==> src/rtl/fetch_if.sv <==
// Fetch-unit bus bundle: instruction-memory read port, downstream instruction
// handshake, control-unit branch class and ALU flag inputs.
interface fetch_if;
    logic        imem_req;
    logic [31:0] imem_addr;
    logic        imem_valid;
    logic [31:0] imem_rdata;
    logic [31:0] instr;
    logic [11:0] opcode;
    logic        instr_valid;
    logic        instr_ready;
    logic        branch, beq, bne, bgt, blt, bge, ble;
    logic        flags_we;
    logic        alu_n, alu_z, alu_c, alu_v;
    logic [31:0] pc;

    modport master (
        output imem_req, imem_addr, instr, opcode, instr_valid, pc,
        input  imem_valid, imem_rdata, instr_ready,
        input  branch, beq, bne, bgt, blt, bge, ble,
        input  flags_we, alu_n, alu_z, alu_c, alu_v
    );

    modport slave (
        input  imem_req, imem_addr, instr, opcode, instr_valid, pc,
        output imem_valid, imem_rdata, instr_ready,
        output branch, beq, bne, bgt, blt, bge, ble,
        output flags_we, alu_n, alu_z, alu_c, alu_v
    );
endinterface

==> src/rtl/fetch_unit.sv <==
// Three-phase instruction fetch (request, wait for memory, issue downstream)
// with PC-relative branch resolution against a locally held NZCV flag register.
module fetch_unit #(
    parameter logic [31:0] RESET_PC = 32'h0000_0000
) (
    input logic      clk,
    input logic      rst_n,
    fetch_if.master  bus
);

    typedef enum logic [1:0] {
        S_REQ   = 2'd0,
        S_WAIT  = 2'd1,
        S_ISSUE = 2'd2
    } state_t;

    state_t      state_q, state_d;
    logic [31:0] pc_q, pc_d;
    logic [31:0] instr_q, instr_d;
    logic [3:0]  flags_q, flags_d;
    logic        flag_n, flag_z, flag_v;
    logic        flag_c_unused;
    logic        taken;
    logic [31:0] target;

    assign flag_n        = flags_q[3];
    assign flag_z        = flags_q[2];
    assign flag_c_unused = flags_q[1];
    assign flag_v        = flags_q[0];

    // Several class bits high at once simply OR their conditions together.
    always_comb begin
        taken = 1'b0;
        if (bus.branch)                               taken = 1'b1;
        if (bus.beq && flag_z)                        taken = 1'b1;
        if (bus.bne && !flag_z)                       taken = 1'b1;
        if (bus.bgt && !flag_z && (flag_n == flag_v)) taken = 1'b1;
        if (bus.blt && (flag_n != flag_v))            taken = 1'b1;
        if (bus.bge && (flag_n == flag_v))            taken = 1'b1;
        if (bus.ble && (flag_z || (flag_n != flag_v))) taken = 1'b1;
    end

    assign target = pc_q + 32'd8 + {{6{instr_q[23]}}, instr_q[23:0], 2'b00};

    always_comb begin
        state_d = state_q;
        pc_d    = pc_q;
        instr_d = instr_q;
        case (state_q)
            S_REQ:   state_d = S_WAIT;
            S_WAIT: begin
                if (bus.imem_valid) begin
                    instr_d = bus.imem_rdata;
                    state_d = S_ISSUE;
                end
            end
            S_ISSUE: begin
                if (bus.instr_ready) begin
                    pc_d    = taken ? target : (pc_q + 32'd4);
                    state_d = S_REQ;
                end
            end
            default: state_d = S_REQ;
        endcase
    end

    // Flags load in any state; branch resolution above sees the old value.
    assign flags_d = bus.flags_we ? {bus.alu_n, bus.alu_z, bus.alu_c, bus.alu_v} : flags_q;

    always_ff @(posedge clk or negedge rst_n) begin
        if (!rst_n) begin
            state_q <= S_REQ;
            pc_q    <= RESET_PC;
            instr_q <= 32'h0;
            flags_q <= 4'b0000;
        end else begin
            state_q <= state_d;
            pc_q    <= pc_d;
            instr_q <= instr_d;
            flags_q <= flags_d;
        end
    end

    // Gating with rst_n keeps the request low while reset is held.
    assign bus.imem_req    = rst_n && (state_q == S_REQ);
    assign bus.instr_valid = rst_n && (state_q == S_ISSUE);
    assign bus.imem_addr   = pc_q;
    assign bus.pc          = pc_q;
    assign bus.instr       = instr_q;
    assign bus.opcode      = instr_q[31:20];

endmodule

==> src/flat_wrapper.sv <==
// flat-port wrapper written by rule: the top's interface ports become plain ports
module fetch_unit_flat 
#(
    parameter logic [31:0] RESET_PC = 32'h0000_0000
)
  (clk, rst_n, bus_imem_req, bus_imem_addr, bus_instr, bus_opcode, bus_instr_valid, bus_pc, bus_imem_valid, bus_imem_rdata, bus_instr_ready, bus_branch, bus_beq, bus_bne, bus_bgt, bus_blt, bus_bge, bus_ble, bus_flags_we, bus_alu_n, bus_alu_z, bus_alu_c, bus_alu_v);
  fetch_if bus_i ();
  input logic clk;
  input logic rst_n;
  output wire logic [$bits(bus_i.imem_req)-1:0] bus_imem_req;
  output wire logic [$bits(bus_i.imem_addr)-1:0] bus_imem_addr;
  output wire logic [$bits(bus_i.instr)-1:0] bus_instr;
  output wire logic [$bits(bus_i.opcode)-1:0] bus_opcode;
  output wire logic [$bits(bus_i.instr_valid)-1:0] bus_instr_valid;
  output wire logic [$bits(bus_i.pc)-1:0] bus_pc;
  input wire logic [$bits(bus_i.imem_valid)-1:0] bus_imem_valid;
  input wire logic [$bits(bus_i.imem_rdata)-1:0] bus_imem_rdata;
  input wire logic [$bits(bus_i.instr_ready)-1:0] bus_instr_ready;
  input wire logic [$bits(bus_i.branch)-1:0] bus_branch;
  input wire logic [$bits(bus_i.beq)-1:0] bus_beq;
  input wire logic [$bits(bus_i.bne)-1:0] bus_bne;
  input wire logic [$bits(bus_i.bgt)-1:0] bus_bgt;
  input wire logic [$bits(bus_i.blt)-1:0] bus_blt;
  input wire logic [$bits(bus_i.bge)-1:0] bus_bge;
  input wire logic [$bits(bus_i.ble)-1:0] bus_ble;
  input wire logic [$bits(bus_i.flags_we)-1:0] bus_flags_we;
  input wire logic [$bits(bus_i.alu_n)-1:0] bus_alu_n;
  input wire logic [$bits(bus_i.alu_z)-1:0] bus_alu_z;
  input wire logic [$bits(bus_i.alu_c)-1:0] bus_alu_c;
  input wire logic [$bits(bus_i.alu_v)-1:0] bus_alu_v;
  assign bus_imem_req = bus_i.imem_req;
  assign bus_imem_addr = bus_i.imem_addr;
  assign bus_instr = bus_i.instr;
  assign bus_opcode = bus_i.opcode;
  assign bus_instr_valid = bus_i.instr_valid;
  assign bus_pc = bus_i.pc;
  assign bus_i.imem_valid = bus_imem_valid;
  assign bus_i.imem_rdata = bus_imem_rdata;
  assign bus_i.instr_ready = bus_instr_ready;
  assign bus_i.branch = bus_branch;
  assign bus_i.beq = bus_beq;
  assign bus_i.bne = bus_bne;
  assign bus_i.bgt = bus_bgt;
  assign bus_i.blt = bus_blt;
  assign bus_i.bge = bus_bge;
  assign bus_i.ble = bus_ble;
  assign bus_i.flags_we = bus_flags_we;
  assign bus_i.alu_n = bus_alu_n;
  assign bus_i.alu_z = bus_alu_z;
  assign bus_i.alu_c = bus_alu_c;
  assign bus_i.alu_v = bus_alu_v;
  fetch_unit #(.RESET_PC(RESET_PC)) u_core (.clk(clk), .rst_n(rst_n), .bus(bus_i));
endmodule
==> config.mk <==
export PLATFORM = sky130hd
export DESIGN_NAME = fetch_unit_flat
export DESIGN_NICKNAME = d
export VERILOG_FILES = /design/src/rtl/fetch_if.sv /design/src/rtl/fetch_unit.sv /design/src/flat_wrapper.sv
export SDC_FILE = /design/constraint.sdc
export NUM_CORES = 1
export LEC_CHECK = 0
export ABC_AREA = 1
export CAP_MARGIN = 5
export CORE_MARGIN = 8
export CORE_UTILIZATION = 47
export DETAILED_ROUTE_END_ITERATION = 6
export PLACE_DENSITY_LB_ADDON = 0.05
export SLEW_MARGIN = 20
export SYNTH_ARGS = -nofsm -noshare
export SYNTH_HDL_FRONTEND = slang
export SYNTH_SLANG_ARGS = --single-unit
==> constraint.sdc <==
create_clock -name clk -period 4.7 [get_ports clk]
set_input_delay 0.705 -clock clk [delete_from_list [all_inputs] [get_ports clk]]
set_output_delay 0.705 -clock clk [all_outputs]
set_load 0.01 [all_outputs]
==> qor.csv, run 1 <==
metric,value,unit
result of the run,"complete, no violations",
horizontal extent of the die,134.5,µm
synthesized netlist cell count,992,
half-perimeter wire length after placement,15.39,mm
R2R Path Start,u_core.bus.imem_addr[12]$_DFFE_PN0P_,
average wire per standard cell,15.08,µm
total standard cell area after synthesis,0.006600,mm²
sequential share of the synthesized area,25.40,%
Final Max Slew Viols,0,
endpoint of the worst-slack reg-to-reg timing path,u_core.bus.imem_addr[30]$_DFFE_PN0P_,
count of final hold-check violations,0,
Total Routed Length,19.39,mm
Final nets,1208,
worst setup skew after layout,7.443,ps
maximum number of pins on one net before global-route repair,55,
number of hold buffers added after cts,0,
class of the tightest hold or removal check,in -> async,
ordered list of cells on the worst path,ha_1 > ha_1 > nand2_1 > nor2_1 > nand3_1 > nand3b_1 > nand2_1 > nand3_1 > nand3_1 > a21oi_1,
via count of the first global-routing pass,5990,
buffering stage count on the worst path with inverters included,0,
Synth async-reset ratio,100.0,%
master cell of the clock root buffer,clkbuf_16,
arrival time of data at the critical path endpoint,2920,ps
Yosys warnings,0,
max_slew headroom,40.72,%
setup slack after layout,2050,ps
end-of-flow core utilization,59.56,%
"CTS clk-pin slew, worst paths",60,ps
cell occurring most often along the worst timing path,nand3_1,
power per cell area,921.4,mW/mm²
type of destination of the critical path,flop,
initial core utilization,47.73,%
detail-routed via count per cell,5.026,
number of buffers between clock root and the deepest sink,2,
number of flops mapped to enable cells by yosys,0,
count of clock tree sinks,67,
gr usage total,21.61,%
leakage dissipation,4.300,nW
Post-CTS Resized,0,
port bufs,152,
endpoint required time on the critical path,4970,ps
highest clock frequency the design can meet,377.3,MHz
synthesized area per cell,6.653,µm²
final antenna diode count,0,
synthesis-stage register bit count,67,
measured slew at the worst slew-check pin,886.0,ps
antenna violations before repair,0,
minimum clock period,2650,ps
depth of the most critical reg-to-reg path,10,
setup TNS,0,ps
number of fillers in the final layout,1403,
"leading cell type in the layout, fill and taps excluded",nand2_1,
dominant delay contributor by cell family on the critical path,simple AND/OR/NAND/NOR gates,
pre-CTS setup slack,2069,ps
critical path startpoint category,flop,
area of the core region,0.01383,mm²
"commonest cells after routing, fill and taps aside","nand2_1 (334), inv_1 (153), clkdlybuf4s50_1 (151)",
top fanout value on the critical path,7,
Area Growth Syn to Fin,24.78,%
maximum capacitance violations,0,
total vias in the final route,6463,
die area,0.01809,mm²
clock insertion delay at the later pin of the skew report,340,ps
WS Path Type,reg -> reg,
maximum ir drop on the vdd rail,0.4641,mV
number of top-level pins,158,
peak per-stage delay on the critical path,550,ps
Die Ht,134.5,µm
number of iterations in the first detailed-routing pass,5,
RSZ-0062 raised after global routing,no,
worst reg-to-reg setup slack,2050,ps
Storage cell area,0.001677,mm²
final routed DRC violation total,0,
Cell Rows,43,
number of clock buffers inserted by TritonCTS,9,
total overflow reported by the global router,0,
"slowest stage cell, crit path",dfrtp_1,
setup repair bufs after CTS,0,
starting DRC count in detailed routing,561,
TritonCTS clock tree,done,
RePlAce Congestion,0.9193,
Final period util,56.39,%
count of endpoints failing setup in the final report,0,
area of combinational cells with multiple inputs,0.003906,mm²
share of final-layout standard cells stronger than drive strength 1,6.329,%
maximum level of the CTS H-tree,3,
antenna-violating nets left,0,
most frequently used flop master after synthesis,dfrtp_1,
wire length of the first global-routing pass,31.04,mm
number of library cell types mapped by synthesis,39,
-- area by class of cell --
| cell class | instances | share of cell area [%] |
|---|---|---|
| sequential | 67 | 20.36 |
| tap | 180 | 2.735 |
| clock inverter | 6 | 0.7748 |
| multi-input combinational | 714 | 47.43 |
| timing repair buffer | 155 | 18.72 |
| inverter | 154 | 7.080 |
| clock buffer | 10 | 2.902 |
-- metrics by stage --
| stage | total power [mW] | cells | hold slack (ps) | instance area (µm²) |
|---|---|---|---|---|
| global placement | 6.840 | 1270 | 459.2 | 7933 |
| detailed placement | 6.884 | 1270 | 468.0 | 7933 |
| CTS | 7.639 | 1286 | 219.5 | 8235 |
| finish | 7.588 | 1286 | 216.9 | 8235 |
| floorplan | 5.010 | 995 | 409.4 | 6611 |
| global route | 8.354 | 1286 | 229.1 | 8235 |
-- logic make-up after synthesis --
group | synth area share (%)
XOR/XNOR | 2.654
adder cells (fa/ha/maj) | 11.30
multiplexers | 5.289
buffers and inverters | 15.62
flip-flops | 25.40
AND/OR/NAND/NOR | 32.15
other | 0.05682
AO/OA/AOI/OAI | 7.526
-- state kept, by name, summed over array words and instances (netlist names) --
signal                flops
u_core.flags_q            3
u_core.bus.imem_addr     30
u_core.state_q            2
u_core.bus.instr         32
-- power breakdown --
part	switching [mW]	total [mW]	internal, mW	leakage, nW
clock	0.271	0.696	0.425	0.145
combinational	3.25	5.61	2.37	3.37
sequential	0.425	1.28	0.854	0.786
total	3.94	7.59	3.65	4.30
-- cell usage after synthesis (2+ instances only) --
master / number / area share (%)
nand2_1: 335 / 19
o211ai_2: 2 / 0.38
nand3b_1: 6 / 0.68
nor2_2: 5 / 0.47
a21boi_1: 8 / 0.91
a21oi_1: 40 / 3.0
nor2_1: 83 / 4.7
a22oi_1: 3 / 0.34
clkbuf_1: 4 / 0.23
o21ai_1: 7 / 0.53
a21oi_2: 2 / 0.27
o22ai_1: 2 / 0.19
buf_6: 4 / 0.68
or2_2: 3 / 0.28
nand3_1: 54 / 4.1
ha_1: 58 / 11
mux2_2: 31 / 5.3
xor2_1: 18 / 2.4
nand3_2: 2 / 0.30
buf_2: 4 / 0.30
dfrtp_1: 67 / 25
xnor2_1: 2 / 0.27
nor3_1: 14 / 1.1
nand4_1: 8 / 0.76
o21ai_0: 19 / 1.4
inv_1: 153 / 8.7
buf_4: 46 / 5.2
-- worst max-delay path by stage --
stage | startpoint | end | slack [ps] | depth (start not counted)
floorplan | u_core.bus.imem_addr[3]$_DFFE_PN0P_ | u_core.bus.imem_addr[19]$_DFFE_PN0P_ | 2410 | 15
global placement | bus_beq | u_core.bus.imem_addr[27]$_DFFE_PN0P_ | 2080 | 9
detailed placement | bus_beq | u_core.bus.imem_addr[27]$_DFFE_PN0P_ | 2070 | 9
CTS | u_core.bus.imem_addr[3]$_DFFE_PN0P_ | u_core.bus.imem_addr[31]$_DFFE_PN0P_ | 2060 | 14
global route | u_core.bus.imem_addr[12]$_DFFE_PN0P_ | u_core.bus.imem_addr[30]$_DFFE_PN0P_ | 1890 | 11
finish | u_core.bus.imem_addr[12]$_DFFE_PN0P_ | u_core.bus.imem_addr[30]$_DFFE_PN0P_ | 2050 | 10
-- metal layers --
metal,vias up,GRT usage (%),share of wire (%)
met1,2931,27.83,44
met4,0,6.238,1.3
li1,3303,-,-
met2,216,36.65,48
met5,-,0,0
met3,13,3.195,6.5
No activity file was read; power rests on OpenSTA's default activity.
==> inputs of run 2 (changes only) <==
==> constraint.sdc (replaced) <==
create_clock -name clk -period 2.76 [get_ports clk]
set_input_delay 0.414 -clock clk [delete_from_list [all_inputs] [get_ports clk]]
set_output_delay 0.414 -clock clk [all_outputs]
set_load 0.01 [all_outputs]
==> run 2 against run 1 <==
Clock skew decreased by 4.5 ps. Maximum frequency increased by 4.8%. First-iteration DRC count decreased by 25%. Global-route usage increased by 1.3 points. Cell count increased by 2.0%. Die area unchanged. Via count increased by 2.2%. Register-to-register slack got worse by 1800 ps. Combinational power increased by 82%. Worst setup slack got worse by 1800 ps. Largest cell class unchanged. Largest power group unchanged. Highest routed layer unchanged.
==> qor.csv, run 2 (same netlist as run 1, synthesis figures left out) <==
metric,value,unit
antenna violations before repair,0,
final routed DRC violation total,0,
part of the power in the clock network,8.5,%
Final nets,1235,
placed cell count,1297,
Internal Power,6.422,mW
"CTS clk-pin slew, worst paths",60,ps
capturing element of the worst setup path,u_core.bus.imem_addr[31]$_DFFE_PN0P_,
"leading cell type in the layout, fill and taps excluded",nand2_1,
top fanout value on the critical path,4,
maximum number of pins on one net before global-route repair,50,
max_slew headroom,56.44,%
count of endpoints failing setup in the final report,0,
count of clock tree sinks,67,
met3 usage,4.086,%
post-detailed-placement cell area,0.008148,mm²
number of clock buffers inserted by TritonCTS,9,
horizontal extent of the die,134.5,µm
Final Max Slew Viols,0,
total vias in the final route,6606,
met1 Usage GRT,28.85,%
Total Routed Length,20.46,mm
setup TNS,0,ps
setup repair bufs after CTS,0,
antenna-violating nets left,0,
worst reg-to-reg setup slack,230,ps
switching share of power,51.61,%
worst setup skew after layout,2.943,ps
gr usage total,22.94,%
count of non-filler cells in the finished layout,1312,
depth of the most critical reg-to-reg path,14,
endpoint of the worst-slack reg-to-reg timing path,u_core.bus.imem_addr[31]$_DFFE_PN0P_,
arrival time of data at the critical path endpoint,2800,ps
Cell Rows,43,
met2 track demand over resource in global routing,38.21,%
R2R Path Start,u_core.bus.imem_addr[3]$_DFFE_PN0P_,
number of top-level pins,158,
class of the tightest hold or removal check,in -> async,
logic gate share of total power,76.8,%
maximum capacitance violations,0,
cell occurring most often along the worst timing path,nand2_1,
total overflow reported by the global router,0,
highest clock frequency the design can meet,395.5,MHz
measured slew at the worst slew-check pin,653.4,ps
power per cell area,1574,mW/mm²
half-perimeter wire length after placement,16.72,mm
Post-CTS Resized,0,
ordered list of cells on the worst path,inv_1 > ha_1 > inv_1 > ha_1 > fa_1 > nand2_1 > a21oi_2 > nand3_1 > nand3_1 > nand2_1 > nand2_1 > nand2_1 > nand3_1 > a21oi_1,
Switch Pwr,6.850,mW
detail-routed via count per cell,5.035,
initial core utilization,47.73,%
port bufs,152,
worst setup path start,u_core.bus.imem_addr[3]$_DFFE_PN0P_,
RePlAce Congestion,0.9574,
Area Growth Syn to Fin,27.73,%
final antenna diode count,0,
number of iterations in the first detailed-routing pass,7,
grt peak-use layer,met2,
peak per-stage delay on the critical path,430,ps
starting DRC count in detailed routing,422,
number of hold buffers added after cts,0,
type of destination of the critical path,flop,
master cell of the clock root buffer,clkbuf_16,
final instance area,0.008431,mm²
average wire per standard cell,15.59,µm
via count of the first global-routing pass,6264,
leakage dissipation,4.435,nW
TritonCTS clock tree,done,
WS Path Type,reg -> reg,
result of the run,"complete, no violations",
"slowest stage cell, crit path",fa_1,
number of buffers between clock root and the deepest sink,2,
number of flip-flops under the largest register name,32,
RSZ-0062 raised after global routing,no,
endpoint required time on the critical path,3030,ps
fraction of power consumed by sequential logic,14.6,%
share of final-layout standard cells stronger than drive strength 1,8.392,%
area of the core region,0.01383,mm²
clock insertion delay at the later pin of the skew report,340,ps
maximum level of the CTS H-tree,3,
die area,0.01809,mm²
maximum ir drop on the vdd rail,0.9092,mV
count of final hold-check violations,0,
Die Ht,134.5,µm
Final period util,91.61,%
critical path startpoint category,flop,
wire length of the first global-routing pass,32.55,mm
"commonest cells after routing, fill and taps aside","nand2_1 (334), inv_1 (153), clkdlybuf4s50_1 (151)",
minimum clock period,2528,ps
## run 2: cell count changes in the layout (fill, tap and decap cells not counted)
cell	before	now
buf_12	0	1
clkinv_2	2	3
clkbuf_8	1	0
clkinvlp_4	2	0
buf_4	4	30
clkbuf_1	0	1
## run 2: critical path, delay by kind of cell (launching register included)
| kind | cells | cell delay [ps] |
|---|---|---|
| flops | 1 | 340 |
| simple gates | 7 | 800 |
| compound gates | 2 | 230 |
| fa+ha+maj | 3 | 970 |
| buf+inv | 2 | 100 |
## run 2: through the flow
| stage | hold WS, ps | util, % | setup WS (ps) | total power, mW |
|---|---|---|---|---|
| after global placement | 460.5 | 58.93 | 318.5 | 11.98 |
| after global routing | 119.8 | 60.97 | 63.85 | 14.59 |
| after detailed placement | 467.4 | 58.93 | 282.1 | 12.07 |
| final | 110.5 | 60.97 | 231.5 | 13.27 |
| after floorplan | 118.4 | - | 470.2 | 8.531 |
| after CTS | 117.7 | 60.97 | 258.7 | 13.30 |
## run 2: cell type report
type / instances / area [µm²]
Tap cell: 180 / 225.2
Clock inverter: 5 / 53.80
Inverter: 154 / 583.1
Timing Repair Buffer: 182 / 1757
Sequential cell: 67 / 1677
Multi-Input combinational cell: 714 / 3906
Clock buffer: 10 / 229.0
Fill cell: 1320 / 5396
## run 2: layer usage
layer	up-vias	wire length (µm)
li1	3349	-
met1	2973	8929
met2	244	9559
met3	40	1300
met4	0	666
met5	-	0
## run 2: worst min-delay path by stage
stage                                  start                              endpoint  slack [ps]  cells past startpoint
4_1_cts                                rst_n       u_core.bus.instr[8]$_DFFE_PN0P_         120                      2
5_1_grt                                rst_n       u_core.bus.instr[3]$_DFFE_PN0P_         120                      2
3_3_place_gp   u_core.state_q[1]$_DFFE_PN0P_         u_core.state_q[0]$_DFFE_PN0P_         460                      1
3_5_place_dp   u_core.state_q[0]$_DFFE_PN0P_         u_core.state_q[0]$_DFFE_PN0P_         470                      1
2_1_floorplan                          rst_n  u_core.bus.imem_addr[10]$_DFFE_PN0P_         120                      0
6_report                               rst_n       u_core.bus.instr[8]$_DFFE_PN0P_         110                      2
## run 2: power groups by stage
stage	clock network, mW	logic (mW)	registers (mW)
detailed placement	0	10.1	1.97
global route	1.20	11.4	2.01
floorplan	0	6.35	2.18
CTS	1.16	10.2	1.96
finish	1.13	10.2	1.94
global placement	0	10.0	1.96
==> inputs of run 3 (changes only) <==
--- a/config.mk
+++ b/config.mk
@@ -10,8 +10,8 @@
 export CORE_MARGIN = 8
 export CORE_UTILIZATION = 47
 export DETAILED_ROUTE_END_ITERATION = 6
+export MAX_ROUTING_LAYER = met4
 export PLACE_DENSITY_LB_ADDON = 0.05
-export SLEW_MARGIN = 20
 export SYNTH_ARGS = -nofsm -noshare
 export SYNTH_HDL_FRONTEND = slang
 export SYNTH_SLANG_ARGS = --single-unit
==> run 3 against run 2 <==
Clock skew up 3.3 ps. Count of clock-buffer cells in the layout did not move. Die area unchanged. Highest routed layer unchanged. Largest cell class unchanged. Routed wire length shrank 0.30%. First-iteration DRC count shrank 3.8%. Maximum frequency is 1.8% higher. Final area is 0.24% higher.
==> qor.csv, run 3 (same netlist as run 1, synthesis figures left out) <==
metric,value,unit
minimum clock period,2483,ps
Final period util,89.96,%
Total Routed Length,20.39,mm
logic gate share of total power,75.7,%
clock insertion delay at the later pin of the skew report,350,ps
Switch Pwr,6.804,mW
Area Growth Syn to Fin,28.04,%
number of hold buffers added after cts,0,
antenna violations before repair,0,
average wire per standard cell,15.56,µm
measured slew at the worst slew-check pin,667.8,ps
maximum number of pins on one net before global-route repair,51,
maximum level of the CTS H-tree,3,
part of the power in the clock network,9.6,%
maximum ir drop on the vdd rail,0.8302,mV
worst setup skew after layout,6.281,ps
Post-CTS Resized,0,
highest clock frequency the design can meet,402.7,MHz
top fanout value on the critical path,4,
gr usage total,23.49,%
total overflow reported by the global router,0,
"CTS clk-pin slew, worst paths",60,ps
end-of-flow core utilization,61.12,%
final antenna diode count,0,
Final nets,1233,
area of the core region,0.01383,mm²
count of endpoints failing setup in the final report,0,
count of final hold-check violations,0,
master cell of the clock root buffer,clkbuf_16,
Final Max Slew Viols,0,
horizontal extent of the die,134.5,µm
count of clock tree sinks,67,
endpoint required time on the critical path,3030,ps
setup repair bufs after CTS,0,
starting DRC count in detailed routing,406,
final routed DRC violation total,0,
max_slew headroom,55.48,%
RePlAce Congestion,0.9807,
number of buffers between clock root and the deepest sink,2,
number of top-level pins,158,
initial core utilization,47.73,%
pre-CTS setup slack,281.5,ps
antenna-violating nets left,0,
switching share of power,51.17,%
half-perimeter wire length after placement,16.61,mm
RSZ-0062 raised after global routing,no,
setup slack after layout,277.0,ps
arrival time of data at the critical path endpoint,2750,ps
critical path startpoint category,flop,
number of fillers in the final layout,1335,
WS Path Type,reg -> reg,
die area,0.01809,mm²
leakage dissipation,4.432,nW
"commonest cells after routing, fill and taps aside","nand2_1 (334), inv_1 (153), clkdlybuf4s50_1 (151)",
"leading cell type in the layout, fill and taps excluded",nand2_1,
Internal Power,6.494,mW
maximum capacitance violations,0,
type of destination of the critical path,flop,
number of clock buffers inserted by TritonCTS,9,
TritonCTS clock tree,done,
share of final-layout standard cells stronger than drive strength 1,8.311,%
class of the tightest hold or removal check,in -> async,
number of iterations in the first detailed-routing pass,5,
result of the run,"complete, no violations",
fraction of power consumed by sequential logic,14.8,%
detail-routed via count per cell,5.010,
port bufs,152,
via count of the first global-routing pass,6096,
number of flip-flops under the largest register name,32,
power per cell area,1574,mW/mm²
wire length of the first global-routing pass,32.33,mm
setup TNS,0,ps
total vias in the final route,6568,
Die Ht,134.5,µm
Cell Rows,43,
run 3: critical path, cell delays in order (launching register included):
cell and delay (ps):
dfrtp_1 340, inv_1 60, ha_1 270, inv_1 40
ha_1 260, fa_1 440, nand2_1 140, a21oi_2 100
nand3_1 80, nand3_1 180, nand2_1 170, nand2_1 60
nand2_1 60, nand3_1 60, a21oi_1 130
run 3: area by class of cell:
class,count,area [µm²],area share [%]
inverter,154,583.1,6.900
sequential,67,1677,19.84
clock inverter,6,88.84,1.051
timing repair buffer,180,1742,20.61
clock buffer,10,229.0,2.710
multi-input combinational,714,3906,46.22
tap,180,225.2,2.665
run 3: worst paths after layout:
check / cells past startpoint / start / slack (ps) / to
min reg2reg: 1 / u_core.state_q[1]$_DFFE_PN0P_ / 470 / u_core.state_q[0]$_DFFE_PN0P_
max reg2reg: 14 / u_core.bus.instr[1]$_DFFE_PN0P_ / 280 / u_core.bus.imem_addr[31]$_DFFE_PN0P_
min: 2 / rst_n / 110 / u_core.bus.instr[10]$_DFFE_PN0P_
max: 14 / u_core.bus.instr[1]$_DFFE_PN0P_ / 280 / u_core.bus.imem_addr[31]$_DFFE_PN0P_
min in group clk: 1 / u_core.state_q[1]$_DFFE_PN0P_ / 470 / u_core.state_q[0]$_DFFE_PN0P_
max in group asynchronous: 3 / rst_n / 1700 / u_core.flags_q[3]$_DFFE_PN0P_
run 3: metal layers:
| layer | share of wire [%] | track usage (%) | wire length (µm) | vias to the layer above |
|---|---|---|---|---|
| li1 | - | - | - | 3339 |
| met1 | 45 | 29.29 | 9122 | 2969 |
| met2 | 46 | 36.40 | 9307 | 218 |
| met3 | 5.6 | 4.086 | 1148 | 42 |
| met4 | 4.0 | 11.10 | 814 | 0 |
| met5 | 0 | - | 0 | - |
run 3: power by group through the flow:
stage	registers (mW)	clock network (mW)	logic, mW
2_1_floorplan	2.18	0	6.35
3_3_place_gp	1.98	0	9.98
3_5_place_dp	1.99	0	10.1
4_1_cts	1.98	1.30	10.1
5_1_grt	2.03	1.34	11.3
6_report	1.97	1.27	10.1
run 3: through the flow:
| stage | total power, mW | cell area, µm² | cells | hold WS, ps |
|---|---|---|---|---|
| 2_1_floorplan | 8.531 | 6611 | 995 | 118.4 |
| 3_3_place_gp | 11.95 | 8133 | 1295 | 459.1 |
| 3_5_place_dp | 12.04 | 8133 | 1295 | 464.5 |
| 4_1_cts | 13.39 | 8451 | 1311 | 109.2 |
| 5_1_grt | 14.63 | 8451 | 1311 | 126.3 |
| 6_report | 13.30 | 8451 | 1311 | 110.4 |
